## src/rtl/dmc_bank_arbiter_if.sv

```systemverilog
// Request/response bundle for two requesters plus the A/B memory-bank command ports.
// slave = arbiter side, master = requesters and memory models.
interface dmc_bank_arbiter_if #(
  parameter int ADDR_W = 8,
  parameter int DATA_W = 8
);
  logic              r0_valid, r0_ready, r0_we, r0_bank, r0_rvalid;
  logic [ADDR_W-1:0] r0_addr;
  logic [DATA_W-1:0] r0_wdata, r0_rdata;
  logic              r1_valid, r1_ready, r1_we, r1_bank, r1_rvalid;
  logic [ADDR_W-1:0] r1_addr;
  logic [DATA_W-1:0] r1_wdata, r1_rdata;
  logic              mema_en, mema_we, memb_en, memb_we;
  logic [ADDR_W-1:0] mema_addr, memb_addr;
  logic [DATA_W-1:0] mema_wdata, mema_rdata, memb_wdata, memb_rdata;

  modport slave (
    input  r0_valid, r0_we, r0_bank, r0_addr, r0_wdata,
    output r0_ready, r0_rvalid, r0_rdata,
    input  r1_valid, r1_we, r1_bank, r1_addr, r1_wdata,
    output r1_ready, r1_rvalid, r1_rdata,
    output mema_en, mema_we, mema_addr, mema_wdata,
    input  mema_rdata,
    output memb_en, memb_we, memb_addr, memb_wdata,
    input  memb_rdata
  );

  modport master (
    output r0_valid, r0_we, r0_bank, r0_addr, r0_wdata,
    input  r0_ready, r0_rvalid, r0_rdata,
    output r1_valid, r1_we, r1_bank, r1_addr, r1_wdata,
    input  r1_ready, r1_rvalid, r1_rdata,
    input  mema_en, mema_we, mema_addr, mema_wdata,
    output mema_rdata,
    input  memb_en, memb_we, memb_addr, memb_wdata,
    output memb_rdata
  );
endinterface

```

## src/rtl/dmc_bank_arbiter.sv

```systemverilog
// Two-requester / two-bank arbiter with per-bank round-robin, registered bank commands
// and read-data routing. Optional DMC_PERF_CNT_EN adds saturating grant/conflict counters.
module dmc_bank_arbiter #(
  parameter int ADDR_W = 8,
  parameter int DATA_W = 8,
  parameter int BANK_A = 0
) (
  input  logic clk,
  input  logic rst,
  dmc_bank_arbiter_if.slave bus
`ifdef DMC_PERF_CNT_EN
  ,
  output logic [15:0] o_r0_grant_cnt,
  output logic [15:0] o_r1_grant_cnt,
  output logic [15:0] o_conflict_cnt
`endif
);

  localparam logic BANK_A_BIT = 1'(BANK_A);

  // Requester-indexed views of the port signals; index 0 = bank A / R0
  logic [1:0]        w_valid, w_we, w_tgt, w_ready, w_pend, w_pown;
  logic [ADDR_W-1:0] w_addr [2];
  logic [DATA_W-1:0] w_wdata [2];
  logic [DATA_W-1:0] w_mem_rdata [2];
  logic [1:0]        w_cont [2];
  logic [1:0]        w_gnt [2];

  assign w_valid        = {bus.r1_valid, bus.r0_valid};
  assign w_we           = {bus.r1_we, bus.r0_we};
  assign w_tgt          = {bus.r1_bank != BANK_A_BIT, bus.r0_bank != BANK_A_BIT};
  assign w_addr[0]      = bus.r0_addr;
  assign w_addr[1]      = bus.r1_addr;
  assign w_wdata[0]     = bus.r0_wdata;
  assign w_wdata[1]     = bus.r1_wdata;
  assign w_mem_rdata[0] = bus.mema_rdata;
  assign w_mem_rdata[1] = bus.memb_rdata;

  genvar gi;
  for (gi = 0; gi < 2; gi++) begin : g_bank
    logic              r_last_grant, r_en, r_we, r_owner, r_pend, r_pown;
    logic [ADDR_W-1:0] r_addr;
    logic [DATA_W-1:0] r_wdata;
    logic              w_sel;

    assign w_cont[gi] = {w_valid[1] && (w_tgt[1] == 1'(gi)),
                         w_valid[0] && (w_tgt[0] == 1'(gi))};
    // On contention the requester that did not win last time gets the bank
    assign w_gnt[gi]  = {w_cont[gi][1] && (!w_cont[gi][0] || !r_last_grant),
                         w_cont[gi][0] && (!w_cont[gi][1] ||  r_last_grant)};
    assign w_sel      = w_gnt[gi][1];
    assign w_pend[gi] = r_pend;
    assign w_pown[gi] = r_pown;

    always_ff @(posedge clk or posedge rst) begin
      if (rst) begin
        r_last_grant <= 1'b1;
        r_en         <= 1'b0;
        r_we         <= 1'b0;
        r_owner      <= 1'b0;
        r_addr       <= '0;
        r_wdata      <= '0;
        r_pend       <= 1'b0;
        r_pown       <= 1'b0;
      end else begin
        if (|w_gnt[gi]) begin
          r_last_grant <= w_sel;
          r_en         <= 1'b1;
          r_we         <= w_we[w_sel];
          r_addr       <= w_addr[w_sel];
          r_wdata      <= w_wdata[w_sel];
          r_owner      <= w_sel;
        end else begin
          r_en <= 1'b0;
          r_we <= 1'b0;
        end
        // Memory samples the command this edge; its read data is valid next cycle
        r_pend <= r_en && !r_we;
        r_pown <= r_owner;
      end
    end
  end

  for (gi = 0; gi < 2; gi++) begin : g_req
    logic              r_rvalid;
    logic [DATA_W-1:0] r_rdata;
    logic              w_hit_a, w_hit_b;

    assign w_hit_a     = w_pend[0] && (w_pown[0] == 1'(gi));
    assign w_hit_b     = w_pend[1] && (w_pown[1] == 1'(gi));
    assign w_ready[gi] = !rst && w_gnt[w_tgt[gi]][gi];

    always_ff @(posedge clk or posedge rst) begin
      if (rst) begin
        r_rvalid <= 1'b0;
        r_rdata  <= '0;
      end else begin
        r_rvalid <= w_hit_a || w_hit_b;
        if (w_hit_a)
          r_rdata <= w_mem_rdata[0];
        else if (w_hit_b)
          r_rdata <= w_mem_rdata[1];
      end
    end
  end

  assign bus.r0_ready   = w_ready[0];
  assign bus.r1_ready   = w_ready[1];
  assign bus.r0_rvalid  = g_req[0].r_rvalid;
  assign bus.r0_rdata   = g_req[0].r_rdata;
  assign bus.r1_rvalid  = g_req[1].r_rvalid;
  assign bus.r1_rdata   = g_req[1].r_rdata;
  assign bus.mema_en    = g_bank[0].r_en;
  assign bus.mema_we    = g_bank[0].r_we;
  assign bus.mema_addr  = g_bank[0].r_addr;
  assign bus.mema_wdata = g_bank[0].r_wdata;
  assign bus.memb_en    = g_bank[1].r_en;
  assign bus.memb_we    = g_bank[1].r_we;
  assign bus.memb_addr  = g_bank[1].r_addr;
  assign bus.memb_wdata = g_bank[1].r_wdata;

`ifdef DMC_PERF_CNT_EN
  logic [15:0] r_r0_grant_cnt, r_r1_grant_cnt, r_conflict_cnt;
  logic        w_conflict;

  assign w_conflict = (&w_cont[0]) || (&w_cont[1]);

  always_ff @(posedge clk or posedge rst) begin
    if (rst) begin
      r_r0_grant_cnt <= '0;
      r_r1_grant_cnt <= '0;
      r_conflict_cnt <= '0;
    end else begin
      if (w_ready[0] && (r_r0_grant_cnt != 16'hFFFF)) r_r0_grant_cnt <= r_r0_grant_cnt + 16'd1;
      if (w_ready[1] && (r_r1_grant_cnt != 16'hFFFF)) r_r1_grant_cnt <= r_r1_grant_cnt + 16'd1;
      if (w_conflict && (r_conflict_cnt != 16'hFFFF)) r_conflict_cnt <= r_conflict_cnt + 16'd1;
    end
  end

  assign o_r0_grant_cnt = r_r0_grant_cnt;
  assign o_r1_grant_cnt = r_r1_grant_cnt;
  assign o_conflict_cnt = r_conflict_cnt;
`endif

endmodule

```

## src/flat_wrapper.sv

```systemverilog
// flat-port wrapper written by rule: the top's interface ports become plain ports
module dmc_bank_arbiter_flat 
#(
  parameter int ADDR_W = 8,
  parameter int DATA_W = 8,
  parameter int BANK_A = 0
)
  (clk, rst, bus_r0_valid, bus_r0_we, bus_r0_bank, bus_r0_addr, bus_r0_wdata, bus_r0_ready, bus_r0_rvalid, bus_r0_rdata, bus_r1_valid, bus_r1_we, bus_r1_bank, bus_r1_addr, bus_r1_wdata, bus_r1_ready, bus_r1_rvalid, bus_r1_rdata, bus_mema_en, bus_mema_we, bus_mema_addr, bus_mema_wdata, bus_mema_rdata, bus_memb_en, bus_memb_we, bus_memb_addr, bus_memb_wdata, bus_memb_rdata);
  dmc_bank_arbiter_if #(.ADDR_W(ADDR_W), .DATA_W(DATA_W)) bus_i ();
  input  logic clk;
  input  logic rst;
  input wire logic [$bits(bus_i.r0_valid)-1:0] bus_r0_valid;
  input wire logic [$bits(bus_i.r0_we)-1:0] bus_r0_we;
  input wire logic [$bits(bus_i.r0_bank)-1:0] bus_r0_bank;
  input wire logic [$bits(bus_i.r0_addr)-1:0] bus_r0_addr;
  input wire logic [$bits(bus_i.r0_wdata)-1:0] bus_r0_wdata;
  output wire logic [$bits(bus_i.r0_ready)-1:0] bus_r0_ready;
  output wire logic [$bits(bus_i.r0_rvalid)-1:0] bus_r0_rvalid;
  output wire logic [$bits(bus_i.r0_rdata)-1:0] bus_r0_rdata;
  input wire logic [$bits(bus_i.r1_valid)-1:0] bus_r1_valid;
  input wire logic [$bits(bus_i.r1_we)-1:0] bus_r1_we;
  input wire logic [$bits(bus_i.r1_bank)-1:0] bus_r1_bank;
  input wire logic [$bits(bus_i.r1_addr)-1:0] bus_r1_addr;
  input wire logic [$bits(bus_i.r1_wdata)-1:0] bus_r1_wdata;
  output wire logic [$bits(bus_i.r1_ready)-1:0] bus_r1_ready;
  output wire logic [$bits(bus_i.r1_rvalid)-1:0] bus_r1_rvalid;
  output wire logic [$bits(bus_i.r1_rdata)-1:0] bus_r1_rdata;
  output wire logic [$bits(bus_i.mema_en)-1:0] bus_mema_en;
  output wire logic [$bits(bus_i.mema_we)-1:0] bus_mema_we;
  output wire logic [$bits(bus_i.mema_addr)-1:0] bus_mema_addr;
  output wire logic [$bits(bus_i.mema_wdata)-1:0] bus_mema_wdata;
  input wire logic [$bits(bus_i.mema_rdata)-1:0] bus_mema_rdata;
  output wire logic [$bits(bus_i.memb_en)-1:0] bus_memb_en;
  output wire logic [$bits(bus_i.memb_we)-1:0] bus_memb_we;
  output wire logic [$bits(bus_i.memb_addr)-1:0] bus_memb_addr;
  output wire logic [$bits(bus_i.memb_wdata)-1:0] bus_memb_wdata;
  input wire logic [$bits(bus_i.memb_rdata)-1:0] bus_memb_rdata;
  assign bus_i.r0_valid = bus_r0_valid;
  assign bus_i.r0_we = bus_r0_we;
  assign bus_i.r0_bank = bus_r0_bank;
  assign bus_i.r0_addr = bus_r0_addr;
  assign bus_i.r0_wdata = bus_r0_wdata;
  assign bus_r0_ready = bus_i.r0_ready;
  assign bus_r0_rvalid = bus_i.r0_rvalid;
  assign bus_r0_rdata = bus_i.r0_rdata;
  assign bus_i.r1_valid = bus_r1_valid;
  assign bus_i.r1_we = bus_r1_we;
  assign bus_i.r1_bank = bus_r1_bank;
  assign bus_i.r1_addr = bus_r1_addr;
  assign bus_i.r1_wdata = bus_r1_wdata;
  assign bus_r1_ready = bus_i.r1_ready;
  assign bus_r1_rvalid = bus_i.r1_rvalid;
  assign bus_r1_rdata = bus_i.r1_rdata;
  assign bus_mema_en = bus_i.mema_en;
  assign bus_mema_we = bus_i.mema_we;
  assign bus_mema_addr = bus_i.mema_addr;
  assign bus_mema_wdata = bus_i.mema_wdata;
  assign bus_i.mema_rdata = bus_mema_rdata;
  assign bus_memb_en = bus_i.memb_en;
  assign bus_memb_we = bus_i.memb_we;
  assign bus_memb_addr = bus_i.memb_addr;
  assign bus_memb_wdata = bus_i.memb_wdata;
  assign bus_i.memb_rdata = bus_memb_rdata;
  dmc_bank_arbiter #(.ADDR_W(ADDR_W), .DATA_W(DATA_W), .BANK_A(BANK_A)) u_core (.clk(clk), .rst(rst), .bus(bus_i));
endmodule
```

## config.mk

```make
export PLATFORM = sky130hd
export DESIGN_NAME = dmc_bank_arbiter_flat
export DESIGN_NICKNAME = d
export VERILOG_FILES = /design/src/rtl/dmc_bank_arbiter_if.sv /design/src/rtl/dmc_bank_arbiter.sv /design/src/flat_wrapper.sv
export SDC_FILE = /design/constraint.sdc
export NUM_CORES = 1
export LEC_CHECK = 0
export BUFFER_PORTS_ARGS = -buffer_cell sky130_fd_sc_hd__buf_2
export CAP_MARGIN = 20
export CORE_MARGIN = 1.5
export CORE_UTILIZATION = 28
export CTS_BUF_LIST = sky130_fd_sc_hd__clkbuf_4 sky130_fd_sc_hd__clkbuf_8 sky130_fd_sc_hd__clkbuf_16
export DETAILED_ROUTE_END_ITERATION = 10
export GPL_ROUTABILITY_DRIVEN = 0
export HOLD_SLACK_MARGIN = 0.03
export PLACE_DENSITY = 0.56
export SETUP_SLACK_MARGIN = 0.5
export SLEW_MARGIN = 0
export SYNTH_ARGS = -nofsm -noshare
export SYNTH_HDL_FRONTEND = slang
export SYNTH_SLANG_ARGS = --single-unit
```

## constraint.sdc

```tcl
create_clock -name clk -period 2.4 [get_ports clk]
set_input_delay 0.36 -clock clk [delete_from_list [all_inputs] [get_ports clk]]
set_output_delay 0.36 -clock clk [all_outputs]
set_load 0.1 [all_outputs]
```

==> reports/metrics.sh, run 1 <==
GRT_USAGE=0.154
AREAGROWTHSYNTHTOFINISH_PCT=36.5
TRITONCTS='built'
H-TREE-DEPTH=3
NUMBER_OF_GLOBAL_ROUTE_VIAS_BEFORE_REPAIR=2267
GLOBAL_ROUTE.USAGE.MET1=0.197
SYNTH-SEQ-AREA-SHARE=0.573
CLOCK-SINKS=62
IO_BUFFERS=111
LAYOUT.CELLS.NON_FILLER=465
YOSYSWARNINGCOUNT=0
FINALWORSTSETUPSLACK_NS=0.536
OVERALL_POWER_CONSUMPTION_uW=4160
YOSYS.CELL_TYPES.COUNT=27
COREAREA_UM2=9330
INITIAL_CELL_DENSITY_OF_THE_CORE=0.291
PRE_CTS_SLACK_NS=0.611
MAX-VDD-IR-DROP_mV=0.432
WORSTPATHARRIVAL_NS=1.50
WORST_SLEW_MARGIN_REL=0.482
GLOBALROUTEOVERFLOWTOTAL=0
CELLPOWERDENSITY_nW_PER_UM2=1120
SLEW_VIOLATIONS=0
FLOORPLAN.DIE.HEIGHT_UM=101
TIMING.SETUP.TNS_NS=0
REPORT.FINAL.HOLD_VIOL_COUNT=0
SYNTHESIS.NETS=265
SETUP_REPAIR_AFTER_GLOBAL_ROUTING_MISSED_ITS_MARGIN='true'
FINAL_CLOCK_PERIOD_UTILIZATION_BY_THE_WORST_PATH=0.777
DETAILEDPLACEMENTHPWL_MM=5.04
CTS_INSERTED_BUFFERS=9
GROUTE.LAYER.MET2.USAGE=0.250
POST_DRT_WL_PER_CELL_UM=16.3
DETAIL_ROUTE.VIAS_PER_CELL=4.73
GRT_BUSIEST_LAYER='met2'
POST_SYNTH_INST_COUNT=209
ROW_COUNT=35
CLK_PIN_SLEW_WORST_PATHS_NS=0.06
P_LEAK_uW=0.00184
ELEMENT_TYPE_AT_THE_CRITICAL_PATH_END='output port'
SETUP_VIOLATIONS=0
GRT_START_MAX_NET_PINS=63
DRIVE_GT1_FRAC=0.497
POST-ROUTE-MIN-PERIOD_NS=1.86
FLOORPLAN.IO_PINS=112
SYNTH.CELL_AREA_UM2=2710
YOSYS.AREA.TOP_TYPE='sky130_fd_sc_hd__dfrtp_1'
DRV.MAX_CAP_VIOLATION_COUNT=0
DESIGN.FINAL.NETS=387
DPL.CELL_COUNT=447
CLK_ROOT_BUFFER_CELL='sky130_fd_sc_hd__clkbuf_8'
FILL_CELLS=927
TIMING.HOLD.WORST.CLASS='input pin to register'
FINAL.HOLD.WORST_SLACK_NS=0.275
TIMING.CLOCK.SKEW_NS=0.00538
DETAILED_ROUTE_DRC_ERROR_COUNT=0
YOSYS_REGISTER_BITS=62
RESULT_OF_THE_RUN='complete, no violations'
WORST-SLEW-PIN-TRANSITION_NS=0.777
SYNTH_TOP_AREA_FRAC=0.554
GRT.MET3_USAGE=0.0428
INSERTION_DELAY_NS=0.32
WORST-SETUP-PATH-TYPE='register to output port'
TOTAL_NUMBER_OF_VIAS=2198
NETLIST_TOP_CELLS_AREA='sky130_fd_sc_hd__dfrtp_1 55%, sky130_fd_sc_hd__a221o_1 12%, sky130_fd_sc_hd__mux2_2 6.6%, sky130_fd_sc_hd__nor3b_1 4.4%, sky130_fd_sc_hd__and2_1 3.9%'
DR.PASS1.ITERS=4
DETAIL_ROUTE.ITER0.VIOLATIONS=94
CTS-ROOT-TO-SINK-BUFFERS=2
TOTALWIRELENGTH_MM=7.56
CRITICAL_PATH.STARTPOINT_TYPE='register'
WORST_EP_REQUIRED_TIME_NS=2.04
GRT_PASS1_WL_MM=11.9
PATH_MAX_FANOUT=2
INSERTEDDIODECOUNT=0
POSTCTSHOLDBUFS=0
SYNTH_AREA_PER_CELL_UM2=13.0
MAX_CLOCK_FREQ_MHz=536
DIE_WIDTH_UM=101
ANT_NETS=0
ANTENNA_VIOLATIONS_BEFORE_REPAIR=1
DIE_AREA_UM2=10300
-- stage by stage --
| step | utilization | instance area, µm² |
|---|---|---|
| floorplan | - | 2730 |
| global placement | 0.372 | 3470 |
| detailed placement | 0.372 | 3470 |
| CTS | 0.395 | 3680 |
| global route | 0.397 | 3700 |
| finish | 0.397 | 3700 |
-- layout by cell type, fill, tap and decap left out, types with 2 or more instances in the layout --
| master | Yosys | layout |
|---|---|---|
| sky130_fd_sc_hd__buf_2 | 6 | 109 |
| sky130_fd_sc_hd__dfrtp_1 | 60 | 60 |
| sky130_fd_sc_hd__a221o_1 | 32 | 32 |
| sky130_fd_sc_hd__and2_1 | 17 | 17 |
| sky130_fd_sc_hd__nor3b_1 | 16 | 16 |
| sky130_fd_sc_hd__mux2_2 | 16 | 16 |
| sky130_fd_sc_hd__clkbuf_8 | 0 | 12 |
| sky130_fd_sc_hd__nand2_1 | 11 | 11 |
| sky130_fd_sc_hd__buf_4 | 3 | 11 |
| sky130_fd_sc_hd__mux2i_1 | 8 | 8 |
| sky130_fd_sc_hd__o21ai_0 | 8 | 8 |
| sky130_fd_sc_hd__a21o_1 | 4 | 4 |
| sky130_fd_sc_hd__nor2b_1 | 4 | 3 |
| sky130_fd_sc_hd__inv_1 | 4 | 3 |
| sky130_fd_sc_hd__clkbuf_4 | 0 | 3 |
| sky130_fd_sc_hd__nand2b_1 | 2 | 2 |
| sky130_fd_sc_hd__a22oi_1 | 2 | 2 |
| sky130_fd_sc_hd__o21a_4 | 0 | 2 |
| sky130_fd_sc_hd__buf_12 | 0 | 2 |
| sky130_fd_sc_hd__dfstp_2 | 2 | 2 |
-- synth_stat cells, drive strengths merged --
master,instances
nand2,11
o21ai,9
nor3b,17
a22oi,2
mux2i,8
nand2b,2
mux2,16
a31oi,1
o21a,2
a221o,32
clkbuf,2
inv,4
nor2b,4
dfstp,2
nor2,2
buf,9
and2,17
dfrtp,60
o22a,1
a21o,4
and3b,1
a21boi,1
or2,1
a22o,1
-- critical path: stages, from the launching register on --
cell and delay (ns):
sky130_fd_sc_hd__dfstp_2 0.53, sky130_fd_sc_hd__and3b_2 0.23, sky130_fd_sc_hd__nor2_4 0.12, sky130_fd_sc_hd__o21a_4 0.14
sky130_fd_sc_hd__buf_12 0.16
-- layer usage --
layer,part of all wire,vias to the layer above
met4,0.0074,2
met2,0.47,95
met5,0.0017,-
met3,0.075,8
met1,0.45,1063
li1,-,1030
-- registers in the layout, summed over array words and instances, names as in the netlist, 2 cells and up --
| signal | count |
|---|---|
| u_core.bus.r1_rdata | 8 |
| u_core.g_bank.r_pown | 2 |
| u_core.bus.mema_addr | 8 |
| u_core.bus.memb_addr | 8 |
| u_core.g_bank.r_last_grant | 2 |
| u_core.bus.r0_rdata | 8 |
| u_core.g_bank.r_owner | 2 |
| u_core.bus.mema_wdata | 8 |
| u_core.g_bank.r_pend | 2 |
| u_core.bus.memb_wdata | 8 |
-- path summary, 6_finish.rpt --
| path | startpoint | to | slack (ns) | cells after the start |
|---|---|---|---|---|
| worst max-delay path | u_core.g_bank[1].r_last_grant | bus_r0_ready | 0.54 | 4 |
| worst min-delay path | bus_r1_we | u_core.bus.memb_we | 0.27 | 2 |
| worst max register to register | u_core.g_bank[0].r_pown | u_core.bus.r0_rdata[7] | 0.84 | 3 |
| worst min register to register | u_core.g_bank[0].r_owner | u_core.g_bank[0].r_pown | 0.40 | 0 |
| max in group asynchronous | rst | u_core.bus.memb_addr[6] | 1.54 | 3 |
| min in group asynchronous | rst | u_core.g_bank[0].r_owner | 0.37 | 3 |
-- power breakdown --
| group | switching (µW) | internal, µW | total [µW] |
|---|---|---|---|
| sequential | 93.9 | 1240 | 1330 |
| clock | 367 | 494 | 861 |
| combinational | 1600 | 364 | 1960 |
| total | 2060 | 2100 | 4160 |
-- final cells by class --
cell class	count	area (µm²)	area share
Tap cell	129	161	0.0436
Inverter	4	18.8	0.00507
Multi-Input combinational cell	132	1110	0.299
Clock inverter	1	5.00	0.00135
Timing Repair Buffer	122	668	0.180
Sequential cell	62	1550	0.420
Clock buffer	15	188	0.0507
-- cell families (layout without fill, tap and decap cells) --
kind of cell	count (synthesis)	count (layout)	synth area share
and+or+nand+nor	55	55	0.127
DFF	62	62	0.573
AOI/OAI and AO/OA	53	53	0.176
muxes	24	24	0.0959
buffers and inverters	15	142	0.0277
-- what timing repair did --
item	4_1_cts	5_1_grt
endpoints found under the setup margin	1	1
resized for setup	4	2
pin swaps	0	1
setup buffers	0	2
Note: power is estimated with default switching activity, not from simulation.
==> inputs of run 2 (changes only) <==
- PLACE_DENSITY: 0.56 -> 0.58
- clock period: 2.4 -> 1.55 ns (I/O delays scaled with it)
==> run 2 against run 1 <==
The run now ends with negative setup slack left. Via count rose by 12%. Sequential power rose by 73%. Utilization rose by 16 points. Clock-buffer cell count fell by 1. Largest cell class is now buffers.
==> reports/metrics.sh, run 2 (synthesized netlist as in run 1, its figures left out) <==
RESULT_OF_THE_RUN='finished, violations left'  # was complete, no violations
FAILING_CHECKS='negative setup slack'
GRT_START_MAX_NET_PINS=25  # was 63
TIMING.HOLD.WORST.CLASS='input pin to asynchronous set/reset pin'  # was input pin to register
CRITICAL_PATH.TOP_DELAY_FAMILY='buffers and inverters'  # was flip-flops
WORST_SLEW_MARGIN_REL=0.776  # was 0.482
SETUP_VIOLATIONS=19  # was 0
CRIT_BUF_INV=4  # was 1
LAYOUT_COMMON_CELLS='59 x sky130_fd_sc_hd__buf_12, 55 x sky130_fd_sc_hd__buf_2, 44 x sky130_fd_sc_hd__dfrtp_1, 32 x sky130_fd_sc_hd__a221o_1, 28 x sky130_fd_sc_hd__buf_4'  # was 109 x sky130_fd_sc_hd__buf_2, 60 x sky130_fd_sc_hd__dfrtp_1, 32 x sky130_fd_sc_hd__a221o_1, 17 x sky130_fd_sc_hd__and2_1
CLOCK-SINKS=62  # unchanged
INSERTION_DELAY_NS=0.33  # was 0.32 ns
GRT_PASS1_WL_MM=13.8  # was 11.9 mm
DESIGN.FINAL.NETS=427  # was 387
ELEMENT_TYPE_AT_THE_CRITICAL_PATH_END='register'  # was output port
GRT_USAGE=0.179  # was 0.154
IO_BUFFERS=111  # unchanged
CPMOSTUSEDCELL='sky130_fd_sc_hd__buf_6'
CELLPOWERDENSITY_nW_PER_UM2=1530  # was 1120 nW/µm²
TOTAL_NUMBER_OF_VIAS=2467  # was 2198
FINAL_CLOCK_PERIOD_UTILIZATION_BY_THE_WORST_PATH=1.14
WORST-SETUP-PATH-TYPE='register to register'  # was register to output port
FINAL.HOLD.WORST_SLACK_NS=0.0519  # was 0.275 ns
DETAILEDPLACEMENTHPWL_MM=5.56  # was 5.04 mm
WORSTSETUPPATHDEPTH=7  # was 4
SETUP_REPAIR_AFTER_GLOBAL_ROUTING_MISSED_ITS_MARGIN='true'  # unchanged
WORSTREG2REGEND='u_core.bus.memb_addr[7]'  # was u_core.bus.r0_rdata[7]
P_LEAK_uW=0.00241  # was 0.00184 µW
ROW_COUNT=35  # unchanged
POSTCTSHOLDBUFS=0  # unchanged
DRV.MAX_CAP_VIOLATION_COUNT=0  # unchanged
POST_DRT_WL_PER_CELL_UM=18.1  # was 16.3 µm
COREAREA_UM2=9330  # unchanged
CLK_ROOT_BUFFER_CELL='sky130_fd_sc_hd__clkbuf_8'  # unchanged
CTS_INSERTED_BUFFERS=9  # unchanged
TIMING.RR.START='u_core.g_bank[1].r_last_grant'  # was u_core.g_bank[0].r_pown
MAX-VDD-IR-DROP_mV=0.967  # was 0.432 mV
WORST_EP_REQUIRED_TIME_NS=1.76  # was 2.04 ns
DETAIL_ROUTE.VIAS_PER_CELL=4.89  # was 4.73
CRITPATHCAPTURE='u_core.bus.memb_addr[7]'  # was bus_r0_ready
DETAIL_ROUTE.ITER0.VIOLATIONS=104  # was 94
TRITONCTS='built'  # unchanged
DETAILED_ROUTE_DRC_ERROR_COUNT=0  # unchanged
R2R.WORST_PATH.CELLS=7  # was 3
FLOORPLAN.IO_PINS=112  # unchanged
WORST_PATH_LARGEST_CELL_DELAY_NS=0.37  # was 0.53 ns
GLOBALROUTEOVERFLOWTOTAL=0  # unchanged
FLOORPLAN.DIE.HEIGHT_UM=101  # unchanged
TOTALWIRELENGTH_MM=9.16  # was 7.56 mm
CLK_PIN_SLEW_WORST_PATHS_NS=0.06  # about the same
DR.PASS1.ITERS=4  # unchanged
CRITICAL_PATH.STARTPOINT_TYPE='register'  # unchanged
SLOWEST_STAGE='sky130_fd_sc_hd__dfstp_2'  # unchanged
DRIVE_GT1_FRAC=0.646  # was 0.497
AREAGROWTHSYNTHTOFINISH_PCT=91.1  # was 36.5%
CTS-ROOT-TO-SINK-BUFFERS=2  # unchanged
POST-ROUTE-CELL-AREA_UM2=5180  # was 3700 µm²
FINALWORSTSETUPSLACK_NS=-0.209  # was 0.536 ns
DIE_WIDTH_UM=101  # unchanged
PLACEDINSTANCEAREA_UM2=3670  # was 3470 µm²
TIMING.CLOCK.SKEW_NS=0.00747  # was 0.00538 ns
MAX_CLOCK_FREQ_MHz=568
WORST-SLEW-PIN-TRANSITION_NS=0.335  # was 0.777 ns
CELL_CHAIN_OF_THE_CRITICAL_PATH='and3b_2 -> nor2_4 -> buf_4 -> buf_6 -> buf_6 -> bufbuf_16 -> a221o_1'  # was and3b_2 -> nor2_4 -> o21a_4 -> buf_12
INSERTEDDIODECOUNT=0  # unchanged
INITIAL_CELL_DENSITY_OF_THE_CORE=0.291  # unchanged
REGTOREGSETUPSLACK_NS=-0.21  # was 0.84 ns
NUMBER_OF_GLOBAL_ROUTE_VIAS_BEFORE_REPAIR=2640  # was 2267
POST-ROUTE-MIN-PERIOD_NS=1.76
SLEW_VIOLATIONS=0  # unchanged
PATH_MAX_FANOUT=6  # was 2
OVERALL_POWER_CONSUMPTION_uW=7940  # was 4160 µW
FILL_CELLS=762  # was 927
REPORT.FINAL.HOLD_VIOL_COUNT=0  # unchanged
ANTENNA_VIOLATIONS_BEFORE_REPAIR=1  # unchanged
WORSTSETUPSTARTPOINT='u_core.g_bank[1].r_last_grant'  # unchanged
PRE_CTS_SLACK_NS=0.0821  # was 0.611 ns
MOST_COMMON_CELL_AFTER_LAYOUT_FILL_AND_TAPS_ASIDE='sky130_fd_sc_hd__buf_12'  # was sky130_fd_sc_hd__buf_2
DIE_AREA_UM2=10300  # unchanged
H-TREE-DEPTH=3  # unchanged
WORSTPATHARRIVAL_NS=1.97  # was 1.50 ns
ANT_NETS=0  # unchanged
POSTLAYOUTCOREUTIL=0.556  # was 0.397
-- run 2: cell count changes in the layout (fill, tap and decap cells not counted), sizes merged --
cell,delta
buf,+38
bufbuf,+1
clkbuf,-1
clkinv,+1
o21ai,+1
-- run 2: worst register-to-register path, delay by kind of cell (launching register included) --
family | cells | cell delay (ns)
buf+inv | 4 | 0.60
flops | 1 | 0.37
simple gates | 2 | 0.32
compound gates | 1 | 0.34
-- run 2: metrics by stage --
stage	instances	setup TNS [ns]
6_report	505	-2.28
5_1_grt	505	-2.69
4_1_cts	492	-0.829
3_5_place_dp	455	0
3_3_place_gp	455	0
2_1_floorplan	209	-0.563
-- run 2: metal layers --
| metal | track usage | up-vias | wire, µm | part of all wire |
|---|---|---|---|---|
| met5 | 0 | - | 19 | 0.0021 |
| met4 | 0.0545 | 2 | 157 | 0.017 |
| met3 | 0.0835 | 15 | 604 | 0.066 |
| met2 | 0.310 | 107 | 4760 | 0.52 |
| met1 | 0.197 | 1224 | 3620 | 0.40 |
| li1 | - | 1119 | - | - |
-- run 2: how the worst min path moves through the flow --
stage | start | to | slack (ns)
floorplan | u_core.g_bank[0].r_owner | u_core.g_bank[0].r_pown | 0.35
global placement | u_core.g_bank[1].r_owner | u_core.g_bank[1].r_pown | 0.37
detailed placement | u_core.g_bank[1].r_owner | u_core.g_bank[1].r_pown | 0.37
CTS | rst | u_core.bus.r0_rdata[5] | 0.05
global route | rst | u_core.bus.r0_rdata[5] | 0.06
finish | rst | u_core.bus.r0_rdata[5] | 0.05
-- run 2: what timing repair did --
item | 4_1_cts | 5_1_grt
buffers inserted | 16 | 13
gates resized for setup | 263 | 22
pin swaps | 15 | 19
gates cloned | 5 | 0
endpoints found under the setup margin | 108 | 109
-- run 2: report_power, final --
part | switching, µW | total (µW) | leakage [µW] | internal, µW
Combinational | 2650 | 4390 | 0.00158 | 1740
Clock | 581 | 1250 | 0.0000955 | 666
Sequential | 341 | 2300 | 0.000733 | 1960
Total | 3570 | 7940 | 0.00241 | 4370
-- run 2: layout make-up --
cell class / instances / area (µm²) / share of cell area
Clock buffer: 14 / 161 / 0.0311
Clock inverter: 2 / 10.0 / 0.00193
Inverter: 4 / 18.8 / 0.00362
Multi-Input combinational cell: 133 / 1290 / 0.250
Sequential cell: 62 / 1610 / 0.311
Tap cell: 129 / 161 / 0.0311
Timing Repair Buffer: 161 / 1920 / 0.371
